--- src/rtl/div_repsub.sv ---
// div_repsub: sequential unsigned divider by repeated subtraction.
// Dividend and divisor arrive on the shared data_in bus in the two cycles after
// start is accepted. One compare/subtract is done per clock while CALC is active.
// Optional build macro: DIV_ABORT_EN adds an abort input that cancels a running
// division (LDA, LDB or CALC) and returns to IDLE with cleared results.
module div_repsub #(
    parameter int W = 16
) (
    input  logic         clk,
    input  logic         rst,
    input  logic         start,
`ifdef DIV_ABORT_EN
    input  logic         abort,
`endif
    input  logic [W-1:0] data_in,
    output logic [W-1:0] quotient,
    output logic [W-1:0] remainder,
    output logic         busy,
    output logic         done,
    output logic         dbz
);

    typedef enum logic [2:0] {
        ST_IDLE = 3'd0,
        ST_LDA  = 3'd1,
        ST_LDB  = 3'd2,
        ST_CALC = 3'd3,
        ST_DONE = 3'd4
    } state_t;

    state_t         state_r;
    state_t         next_state_s;

    logic [W-1:0]   q_r;        // quotient accumulator
    logic [W-1:0]   r_r;        // working remainder, starts as the dividend
    logic [W-1:0]   b_r;        // divisor
    logic           dbz_r;
    logic           busy_r;
    logic           done_r;

    logic           ge_s;        // remainder still holds at least one divisor
    logic           abort_hit_s; // cancel request accepted this cycle
    logic           run_s;       // state is one that can be cancelled

    localparam logic [W-1:0] ZERO_W = {W{1'b0}};
    localparam logic [W-1:0] ONE_W  = {{(W-1){1'b0}}, 1'b1};

    // Compare gates the subtraction, so r_r - b_r can never underflow.
    always_comb begin
        ge_s = (r_r >= b_r);
    end

    // Decode the cancellable states and qualify the optional abort request.
    always_comb begin
        run_s = (state_r == ST_LDA) || (state_r == ST_LDB) || (state_r == ST_CALC);
`ifdef DIV_ABORT_EN
        abort_hit_s = abort && run_s;
`else
        abort_hit_s = 1'b0;
`endif
    end

    // Next-state logic for the load / calculate / done sequence.
    always_comb begin
        next_state_s = state_r;
        if (abort_hit_s) begin
            next_state_s = ST_IDLE;
        end else begin
            case (state_r)
                ST_IDLE: begin
                    if (start) begin
                        next_state_s = ST_LDA;
                    end else begin
                        next_state_s = ST_IDLE;
                    end
                end
                ST_LDA: begin
                    next_state_s = ST_LDB;
                end
                ST_LDB: begin
                    if (data_in == ZERO_W) begin
                        next_state_s = ST_DONE;
                    end else begin
                        next_state_s = ST_CALC;
                    end
                end
                ST_CALC: begin
                    if (ge_s) begin
                        next_state_s = ST_CALC;
                    end else begin
                        next_state_s = ST_DONE;
                    end
                end
                ST_DONE: begin
                    // A held start parks here instead of retriggering.
                    if (start) begin
                        next_state_s = ST_DONE;
                    end else begin
                        next_state_s = ST_IDLE;
                    end
                end
                default: begin
                    next_state_s = ST_IDLE;
                end
            endcase
        end
    end

    // State register with synchronous reset.
    always_ff @(posedge clk) begin
        if (rst) begin
            state_r <= ST_IDLE;
        end else begin
            state_r <= next_state_s;
        end
    end

    // Datapath registers: operand loads, subtract/increment, divide-by-zero flag.
    always_ff @(posedge clk) begin
        if (rst) begin
            q_r   <= ZERO_W;
            r_r   <= ZERO_W;
            b_r   <= ZERO_W;
            dbz_r <= 1'b0;
        end else if (abort_hit_s) begin
            q_r   <= ZERO_W;
            r_r   <= ZERO_W;
            dbz_r <= 1'b0;
        end else begin
            case (state_r)
                ST_LDA: begin
                    r_r   <= data_in;
                    q_r   <= ZERO_W;
                    dbz_r <= 1'b0;
                end
                ST_LDB: begin
                    b_r <= data_in;
                    if (data_in == ZERO_W) begin
                        dbz_r <= 1'b1;
                    end
                end
                ST_CALC: begin
                    if (ge_s) begin
                        r_r <= r_r - b_r;
                        q_r <= q_r + ONE_W;
                    end
                end
                default: begin
                    // IDLE and DONE hold the last result.
                end
            endcase
        end
    end

    // Status flags registered from the next state so they track state_r exactly.
    always_ff @(posedge clk) begin
        if (rst) begin
            busy_r <= 1'b0;
            done_r <= 1'b0;
        end else begin
            busy_r <= (next_state_s == ST_LDA) || (next_state_s == ST_LDB) ||
                      (next_state_s == ST_CALC);
            done_r <= (next_state_s == ST_DONE);
        end
    end

    assign quotient  = q_r;
    assign remainder = r_r;
    assign busy      = busy_r;
    assign done      = done_r;
    assign dbz       = dbz_r;

endmodule

--- config.mk ---
export PLATFORM = sky130hd
export DESIGN_NAME = div_repsub
export DESIGN_NICKNAME = d
export VERILOG_FILES = /design/src/rtl/div_repsub.sv
export SDC_FILE = /design/constraint.sdc
export NUM_CORES = 1
export LEC_CHECK = 0
export ABC_AREA = 1
export BUFFER_PORTS_ARGS = -buffer_cell sky130_fd_sc_hd__buf_2
export CAP_MARGIN = 15
export CORE_UTILIZATION = 53
export CTS_BUF_LIST = sky130_fd_sc_hd__clkbuf_8
export DETAILED_ROUTE_END_ITERATION = 10
export PLACE_DENSITY = 0.78
export SYNTH_ARGS = -nofsm -noshare
export SYNTH_HDL_FRONTEND = slang
export SYNTH_SLANG_ARGS = --single-unit
export TNS_END_PERCENT = 30
--- constraint.sdc ---
create_clock -name clk -period 2.4 [get_ports clk]
set_input_delay 0.48 -clock clk [delete_from_list [all_inputs] [get_ports clk]]
set_output_delay 0.48 -clock clk [all_outputs]
set_load 0.02 [all_outputs]
==> results of run 1 <==
critical path, cell delays in order (launching register included):
cell     delay (ps)
dfxtp_1         330
inv_1            50
ha_1            210
fa_1            360
inv_1           100
nand2_1         100
nand2_1          70
nand3_1         100
nand3_2         120
nand2_4          70
nand2_8         120
buf_4           200
nand4_1         110
a21oi_1         150
flip-flops by register name, summed over array words and instances, names as in the netlist:
| register | flops |
|---|---|
| b_r | 16 |
| busy | 1 |
| dbz | 1 |
| done | 1 |
| quotient | 16 |
| remainder | 16 |
| state_r | 3 |
metal layers:
| metal | vias up | global-route usage, % |
|---|---|---|
| li1 | 1999 | - |
| met1 | 1762 | 37.5 |
| met2 | 108 | 49.5 |
| met3 | 11 | 2.86 |
| met4 | 0 | 6.36 |
| met5 | - | 0 |
worst paths after layout:
check        slack (ps)                       end                 startpoint
min                 440       b_r[2]$_SDFFE_PP0P_                 data_in[2]
max reg2reg         220  quotient[8]$_SDFFE_PP0P_  remainder[0]$_SDFFE_PP0P_
max                 220  quotient[8]$_SDFFE_PP0P_  remainder[0]$_SDFFE_PP0P_
min reg2reg         460      b_r[15]$_SDFFE_PP0P_       b_r[15]$_SDFFE_PP0P_
cells by family after synthesis:
| family | after synthesis | synth area share [%] |
|---|---|---|
| xor gates and xnor gates | 13 | 2.99 |
| and+or+nand+nor | 327 | 40.3 |
| DFF | 54 | 28.4 |
| adders and majority gates | 18 | 6.11 |
| buffers and inverters | 101 | 11.1 |
| AOI/OAI and AO/OA | 77 | 11.1 |
timing repair:
item / in CTS / in global routing
setup buffers: 0 / 1
endpoints found under the setup margin: 0 / 5
hold buffers: 0 / 0
resized for setup: 0 / 1
power groups by stage:
stage,Clock [mW],Combinational (mW),Sequential (mW)
floorplan,0,1.74,1.16
finish,0.752,2.33,1.08
CTS,0.763,2.26,1.08
global placement,0,2.19,1.10
global route,0.782,2.63,1.09
detailed placement,0,2.25,1.10
area by class of cell:
cell class                 instances  area [um^2]  area share [%]
tap                               96          120            2.79
clock buffer                       6         82.6            1.92
multi-input combinational        436         2320            53.9
sequential                        54         1080            25.1
inverter                          81          304            7.07
clock inverter                     2         60.1            1.40
timing repair buffer              62          333            7.74
placed cells by master (no fill, tap or decap), drive strengths merged:
cell	instances
and2	3
nand4	20
nand3b	14
xnor2	3
nor2	66
o21ai	27
fa	1
dfxtp	54
or2	5
nand2	158
nand3	55
nor4	4
clkbuf	6
a31oi	3
a21oi	46
bufinv	2
inv	80
ha	17
xor2	10
buf	62
o21bai	1
clkinv	1
nor3	3
per-stage QoR:
stage	hold WS, ps	total power, mW	std cells	setup slack, ps	instance area (um^2)
floorplan	433	2.91	590	324	3810
global placement	441	3.29	727	287	4130
detailed placement	453	3.35	727	181	4130
CTS	436	4.10	735	153	4280
global route	461	4.50	737	30.0	4300
finish	443	4.16	737	222	4300
==> flow_summary.json, run 1 <==
{
  "boundaryPins": 54,
  "die-area_mm2": 0.00753,
  "status": "completed",
  "htreeDepth": 2,
  "wl_per_cell_um": 13.5,
  "fin_crit_sh_pct": 90.8,
  "dp_hpwl_mm": 7.20,
  "worstPathRequired_ps": 2640,
  "fin_util_pct": 62.6,
  "finalSetupViolCount": 0,
  "p_sw_mw": 1.92,
  "clock_path_buffers": 2,
  "crit_arrival_ps": 2420,
  "power.leakage_nw": 2.21,
  "syn_area_per_cell_um2": 6.45,
  "cp-start-kind": "flip-flop",
  "drt_pass1_iterations": 5,
  "timing.fmax_mhz": 459,
  "diodes": 0,
  "grt_pass1_wl_mm": 17.1,
  "drv_slew": 0,
  "route.detailed.drc": 0,
  "grt_pass1_vias": 3651,
  "clkPwrFrac_pct": 18.1,
  "synthCells": 590,
  "finalSetupTns_ps": 0,
  "synth_top_area_cell": "dfxtp_1",
  "drive_gt1_share_pct": 15.0,
  "yosysTopAreaCellShare_pct": 28.4,
  "async_reset_ff_share_pct": 0,
  "grt_setup_unrepaired": "false",
  "nets": 677,
  "place_congestion": 0.920,
  "worstMarginPinSlew_ps": 832,
  "synthTopCellsByArea": "dfxtp_1 28%, nand2_1 15%, inv_1 7.5%",
  "path_clk_slew_ps": 100,
  "wl_met2_mm": 4.78,
  "start_util_pct": 55.4,
  "drtIter0Drc": 259,
  "viasPerCell": 5.26,
  "critPathKind": "reg2reg",
  "overflow": 0,
  "crit_path_max_fanout": 13,
  "min_period_ps": 2180,
  "fp.dieH_um": 86.8,
  "clock_sinks": 54,
  "cts_tree": "done",
  "nFillCells": 651,
  "yosysMostFrequentCell": "nand2_1",
  "synth_flop_cell": "dfxtp_1",
  "ys_warn_count": 0,
  "syn_nets": 627,
  "synth_seq_area_share_pct": 28.4,
  "drtAntennaViolNets": 0,
  "maxCapViolCount": 0,
  "fp.dieW_um": 86.8,
  "synth_edf_count": 0,
  "synth_common_cells": "153 x nand2_1, 76 x inv_1, 63 x nor2_1",
  "fp-row-count": 30,
  "clock_skew_ps": 12.6,
  "wirelength_met1_mm": 4.63,
  "p_int_mw": 2.24,
  "holdCritPathClass": "in2reg",
  "p_seq_share_pct": 26.0,
  "hold_violations": 0,
  "ys_types": 38,
  "routed_wl_mm": 9.93,
  "swShare_pct": 46.1,
  "grt_usage_pct": 28.2,
  "synth_seq_cells": 54,
  "cts_root_buffer": "clkbuf_8",
  "numCtsBuffers": 5,
  "portBuffers": 53,
  "combPwrFrac_pct": 55.9,
  "reg2reg_depth": 13,
  "clkLatencyLatePin_ps": 310,
  "met3_length_um": 437,
  "synth.cell_area_mm2": 0.00381,
  "hold-path-cell-count": 3,
  "powerDensity_mw_per_mm2": 968,
  "area_growth_pct": 12.9,
  "peakVddDrop_mv": 0.480,
  "coreArea_mm2": 0.00687,
  "highest_layer": "met4",
  "vias": 3880,
  "grt_max_degree": 38,
  "relSlewSlack_pct": 44.5,
  "cp-end-kind": "flip-flop",
  "antenna_found_initial": 0
}
Power figures use the tool's default switching activity.
==> inputs of run 2 (changes only) <==
--- a/config.mk
+++ b/config.mk
@@ -8,6 +8,7 @@
 export ABC_AREA = 1
 export BUFFER_PORTS_ARGS = -buffer_cell sky130_fd_sc_hd__buf_2
 export CAP_MARGIN = 15
+export CORE_MARGIN = 3
 export CORE_UTILIZATION = 53
 export CTS_BUF_LIST = sky130_fd_sc_hd__clkbuf_8
 export DETAILED_ROUTE_END_ITERATION = 10
==> run 2 against run 1 <==
Design area fell by 1.2%. Die area increased by 9.4%. Fmax increased by 0.72%. Largest cell class unchanged. Largest power group unchanged. Highest routed layer unchanged.
==> flow_summary.json, run 2 (same netlist as run 1, synthesis figures left out) <==
{
  "status": "completed",
  "cts_tree": "done",
  "portBuffers": 53,
  "final_common_cell": "nand2_1",
  "path_clk_slew_ps": 100,
  "drtIter0Drc": 211,
  "cts_root_buffer": "clkbuf_8",
  "boundaryPins": 54,
  "drt_pass1_iterations": 5,
  "grt_pass1_wl_mm": 16.8,
  "fp.dieH_um": 90.8,
  "start_util_pct": 55.4,
  "min_period_ps": 2160,
  "htreeDepth": 2,
  "area_growth_pct": 11.6,
  "multi_input_area_mm2": 0.00231,
  "seq_area_mm2": 0.00108,
  "slowest_stage": "fa_1",
  "vias": 3893,
  "place_congestion": 0.931,
  "grt_max_degree": 38,
  "grt_usage_pct": 24.3,
  "clock_sinks": 54,
  "routed_wl_mm": 9.80,
  "worstMarginPinSlew_ps": 879,
  "nFillCells": 656,
  "clkLatencyLatePin_ps": 310,
  "mostFrequentLayoutCells": "153 x nand2_1, 76 x inv_1, 63 x nor2_1",
  "nets": 677,
  "dp_hpwl_mm": 7.17,
  "numCtsBuffers": 5,
  "worst-path-buf-inv": 2,
  "power.leakage_nw": 2.19,
  "drv_slew": 0,
  "critical_path.cell_chain": "inv_1 -> ha_1 -> fa_1 -> inv_1 -> nand2_1 -> nand2_1 -> nand3_1 -> nand3_2 -> nand2_4 -> nand2_8 -> nand2_8 -> nand3b_1 -> nand2_1 -> nor2_1",
  "drtAntennaViolNets": 0,
  "fp-row-count": 30,
  "fin_cells": 737,
  "holdCritPathClass": "in2reg",
  "worstPathRequired_ps": 2650,
  "route.detailed.drc": 0,
  "fin_crit_sh_pct": 90.1,
  "clock_path_buffers": 2,
  "powerDensity_mw_per_mm2": 924,
  "finalSetupTns_ps": 0,
  "hold_violations": 0,
  "power_mw": 3.92,
  "coreArea_mm2": 0.00687,
  "critPathKind": "reg2reg",
  "overflow": 0,
  "timing.fmax_mhz": 462,
  "cp-end-kind": "flip-flop",
  "peakVddDrop_mv": 0.473,
  "cpMostUsedCell": "nand2_1",
  "pre_cts_ws_ps": 199,
  "viasPerCell": 5.28,
  "crit_path_max_fanout": 19,
  "cts_hold_buffers": 0,
  "die-area_mm2": 0.00824,
  "postCtsSetupRepairBufs": 0,
  "drive_gt1_share_pct": 14.8,
  "place_inst": 728,
  "relSlewSlack_pct": 41.3,
  "diodes": 0,
  "antenna_found_initial": 0,
  "fin_ws_ps": 237,
  "clock_skew_ps": 7.49,
  "grt_pass1_vias": 3653,
  "slowest_delay_ps": 360,
  "grt_setup_unrepaired": "false",
  "crit_arrival_ps": 2420,
  "wl_per_cell_um": 13.3,
  "finalSetupViolCount": 0,
  "maxCapViolCount": 0,
  "fp.dieW_um": 90.8,
  "cpLargestDelayFamily": "simple AND/OR/NAND/NOR gates",
  "cp-start-kind": "flip-flop"
}
==> run 2: cell types whose count changed in the layout (fill, tap and decap cells not counted) <==
cell | before | now
bufinv_16 | 2 | 0
a21oi_1 | 43 | 44
a21oi_2 | 2 | 1
clkinv_2 | 0 | 1
clkinvlp_4 | 0 | 1
==> run 2: area by class of cell <==
class / count / area share (%)
Inverter: 81 / 7.16
Clock buffer: 6 / 1.94
Clock inverter: 2 / 0.295
Timing Repair Buffer: 62 / 7.84
Tap cell: 96 / 2.83
Multi-Input combinational cell: 436 / 54.5
Sequential cell: 54 / 25.4
==> run 2: through the flow <==
step,hold WS [ps],utilization [%],instance area [um^2]
2_1_floorplan,433,-,3810
3_3_place_gp,445,60.3,4140
3_5_place_dp,452,60.3,4140
4_1_cts,438,61.7,4240
5_1_grt,446,61.8,4250
6_report,441,61.8,4250
==> run 2: report_power, final <==
group	internal, mW	leakage [nW]	switching (mW)
clock	0.233	0.0472	0.320
sequential	1.01	0.440	0.0704
combinational	0.771	1.70	1.52
==> run 2: worst reg2reg max path, delay by kind of cell, from the launching register on <==
| kind | cells | cell delay (ps) |
|---|---|---|
| adders and majority gates | 2 | 570 |
| buffers and inverters | 2 | 150 |
| DFF | 1 | 340 |
| and+or+nand+nor | 10 | 1030 |
==> run 2: timing repair <==
action,4_1_cts,5_1_grt
endpoints found under the setup margin,0,3
endpoints found under the hold margin,0,0
gates resized for setup,0,0
==> run 2: path summary, 6_finish.rpt <==
kind / startpoint / end / slack (ps) / depth (start not counted)
worst max-delay path: remainder[0]$_SDFFE_PP0P_ / remainder[8]$_SDFFE_PP0P_ / 240 / 14
worst min-delay path: data_in[3] / b_r[3]$_SDFFE_PP0P_ / 440 / 3
worst max register to register: remainder[0]$_SDFFE_PP0P_ / remainder[8]$_SDFFE_PP0P_ / 240 / 14
worst min register to register: b_r[15]$_SDFFE_PP0P_ / b_r[15]$_SDFFE_PP0P_ / 470 / 2
==> run 2: routing by layer <==
layer / vias to the layer above / routed length, um / GRT usage [%]
met5: - / 0 / 0
met3: 12 / 491 / 3.17
met1: 1778 / 4480 / 31.4
met4: 0 / 138 / 6.63
met2: 103 / 4690 / 42.4
li1: 2000 / - / -
==> inputs of run 3 (changes only) <==
--- a/config.mk
+++ b/config.mk
@@ -9,10 +9,10 @@
 export BUFFER_PORTS_ARGS = -buffer_cell sky130_fd_sc_hd__buf_2
 export CAP_MARGIN = 15
 export CORE_MARGIN = 3
-export CORE_UTILIZATION = 53
+export CORE_UTILIZATION = 35
 export CTS_BUF_LIST = sky130_fd_sc_hd__clkbuf_8
 export DETAILED_ROUTE_END_ITERATION = 10
-export PLACE_DENSITY = 0.78
+export PLACE_DENSITY = 0.56
 export SYNTH_ARGS = -nofsm -noshare
 export SYNTH_HDL_FRONTEND = slang
 export SYNTH_SLANG_ARGS = --single-unit
==> run 3 against run 2 <==
Combinational power rose by 5%. Routed wire length up 9.7%. Register-to-register slack worse by 60 ps. Design area is 2.4% higher. Setup slack got worse by 61 ps. First-iteration DRC count shrank 1.9%. Critical endpoint is now remainder[9]$_SDFFE_PP0P_. Largest power group unchanged. Highest routed layer unchanged.
==> flow_summary.json, run 3 (same netlist as run 1, synthesis figures left out) <==
{
  "nFillCells": 1164,
  "route.detailed.drc": 0,
  "htreeDepth": 2,
  "place_congestion": 0.939,
  "boundaryPins": 54,
  "path_clk_slew_ps": 110,
  "min_period_ps": 2220,
  "critical_path.cell_chain": "inv_1 -> ha_1 -> fa_1 -> inv_1 -> nand2_1 -> nand2_1 -> nand3_1 -> nand3_2 -> nand2_4 -> nand2_8 -> o21ai_4 -> buf_4 -> nor2_1 -> nor2_1",
  "drt_pass1_iterations": 4,
  "worst-path-buf-inv": 3,
  "power.leakage_nw": 2.22,
  "clock_path_buffers": 2,
  "timing.fmax_mhz": 450,
  "slowest_stage": "fa_1",
  "fin_util_pct": 41.6,
  "grt_setup_unrepaired": "false",
  "wl_per_cell_um": 13.7,
  "clkLatencyLatePin_ps": 320,
  "hold_violations": 0,
  "fin_crit_sh_pct": 92.7,
  "nets": 683,
  "viasPerCell": 4.99,
  "cts_hold_buffers": 0,
  "peakVddDrop_mv": 0.366,
  "status": "completed",
  "ctsResizeCount": 0,
  "area_growth_pct": 14.2,
  "cts_root_buffer": "clkbuf_8",
  "portBuffers": 53,
  "grt_max_degree": 38,
  "worstPathRequired_ps": 2620,
  "finalSetupViolCount": 0,
  "dp_hpwl_mm": 7.89,
  "crit_arrival_ps": 2450,
  "routed_wl_mm": 10.7,
  "coreArea_mm2": 0.0105,
  "power_mw": 4.05,
  "grt_usage_pct": 18.3,
  "overflow": 0,
  "grt_pass1_wl_mm": 17.7,
  "relSlewSlack_pct": 44.2,
  "finalSetupTns_ps": 0,
  "crit_path_max_fanout": 15,
  "slowest_delay_ps": 360,
  "diodes": 0,
  "powerDensity_mw_per_mm2": 932,
  "drive_gt1_share_pct": 15.6,
  "numCtsBuffers": 5,
  "cp-end-kind": "flip-flop",
  "grt_pass1_vias": 3617,
  "holdCritPathClass": "in2reg",
  "antenna_found_initial": 0,
  "worstMarginPinSlew_ps": 836,
  "clock_skew_ps": 10.1,
  "fp.dieH_um": 110,
  "cp-start-kind": "flip-flop",
  "drtAntennaViolNets": 0,
  "drtIter0Drc": 207,
  "final_common_cell": "nand2_1",
  "die-area_mm2": 0.0122,
  "maxCapViolCount": 0,
  "cts_tree": "done",
  "fp-row-count": 37,
  "postCtsSetupRepairBufs": 0,
  "fp.dieW_um": 110,
  "vias": 3911,
  "drv_slew": 0,
  "mostFrequentLayoutCells": "153 x nand2_1, 76 x inv_1, 63 x nor2_1",
  "clock_sinks": 54,
  "cpLargestDelayFamily": "simple AND/OR/NAND/NOR gates",
  "start_util_pct": 36.4,
  "critPathKind": "reg2reg"
}
## run 3: cell type report
cell class	count	area, um^2	share of cell area, %
multi-input combinational	436	2310	53.2
sequential	54	1080	24.9
clock inverter	2	17.5	0.403
inverter	81	304	6.99
timing repair buffer	68	378	8.69
tap	136	170	3.91
clock buffer	6	82.6	1.90
## run 3: worst min-delay path, stage by stage
cell and delay [ps]:
buf_2 100, inv_1 60, a21oi_1 60
## run 3: final timing paths
| kind | start | end | slack (ps) | cells after the start |
|---|---|---|---|---|
| worst max-delay path | remainder[0]$_SDFFE_PP0P_ | remainder[9]$_SDFFE_PP0P_ | 180 | 14 |
| worst min register to register | b_r[11]$_SDFFE_PP0P_ | b_r[11]$_SDFFE_PP0P_ | 470 | 2 |
| worst max register to register | remainder[0]$_SDFFE_PP0P_ | remainder[9]$_SDFFE_PP0P_ | 180 | 14 |
| worst min-delay path | data_in[3] | b_r[3]$_SDFFE_PP0P_ | 410 | 3 |
## run 3: power by group
group / leakage (nW) / total, mW / internal, mW / switching (mW)
clock network: 0.0514 / 0.567 / 0.239 / 0.328
logic: 1.73 / 2.40 / 0.841 / 1.56
registers: 0.440 / 1.08 / 1.01 / 0.0714
total: 2.22 / 4.05 / 2.09 / 1.96
## run 3: per-layer routing
layer  vias to the layer above  GRT usage [%]  part of all wire, %
li1                       2017              -                    -
met1                      1806           24.2                   48
met2                        78           31.9                   48
met3                        10           2.33                  3.7
met4                         0           3.61                 0.87
met5                         -              0                    0
## run 3: through the flow
| stage | instances | hold WS [ps] | setup slack, ps | instance area, um^2 |
|---|---|---|---|---|
| finish | 783 | 414 | 176 | 4350 |
| detailed placement | 771 | 454 | 171 | 4210 |
| CTS | 779 | 406 | 133 | 4310 |
| global placement | 771 | 444 | 255 | 4210 |
| floorplan | 590 | 433 | 324 | 3810 |
| global route | 783 | 422 | 22.9 | 4350 |
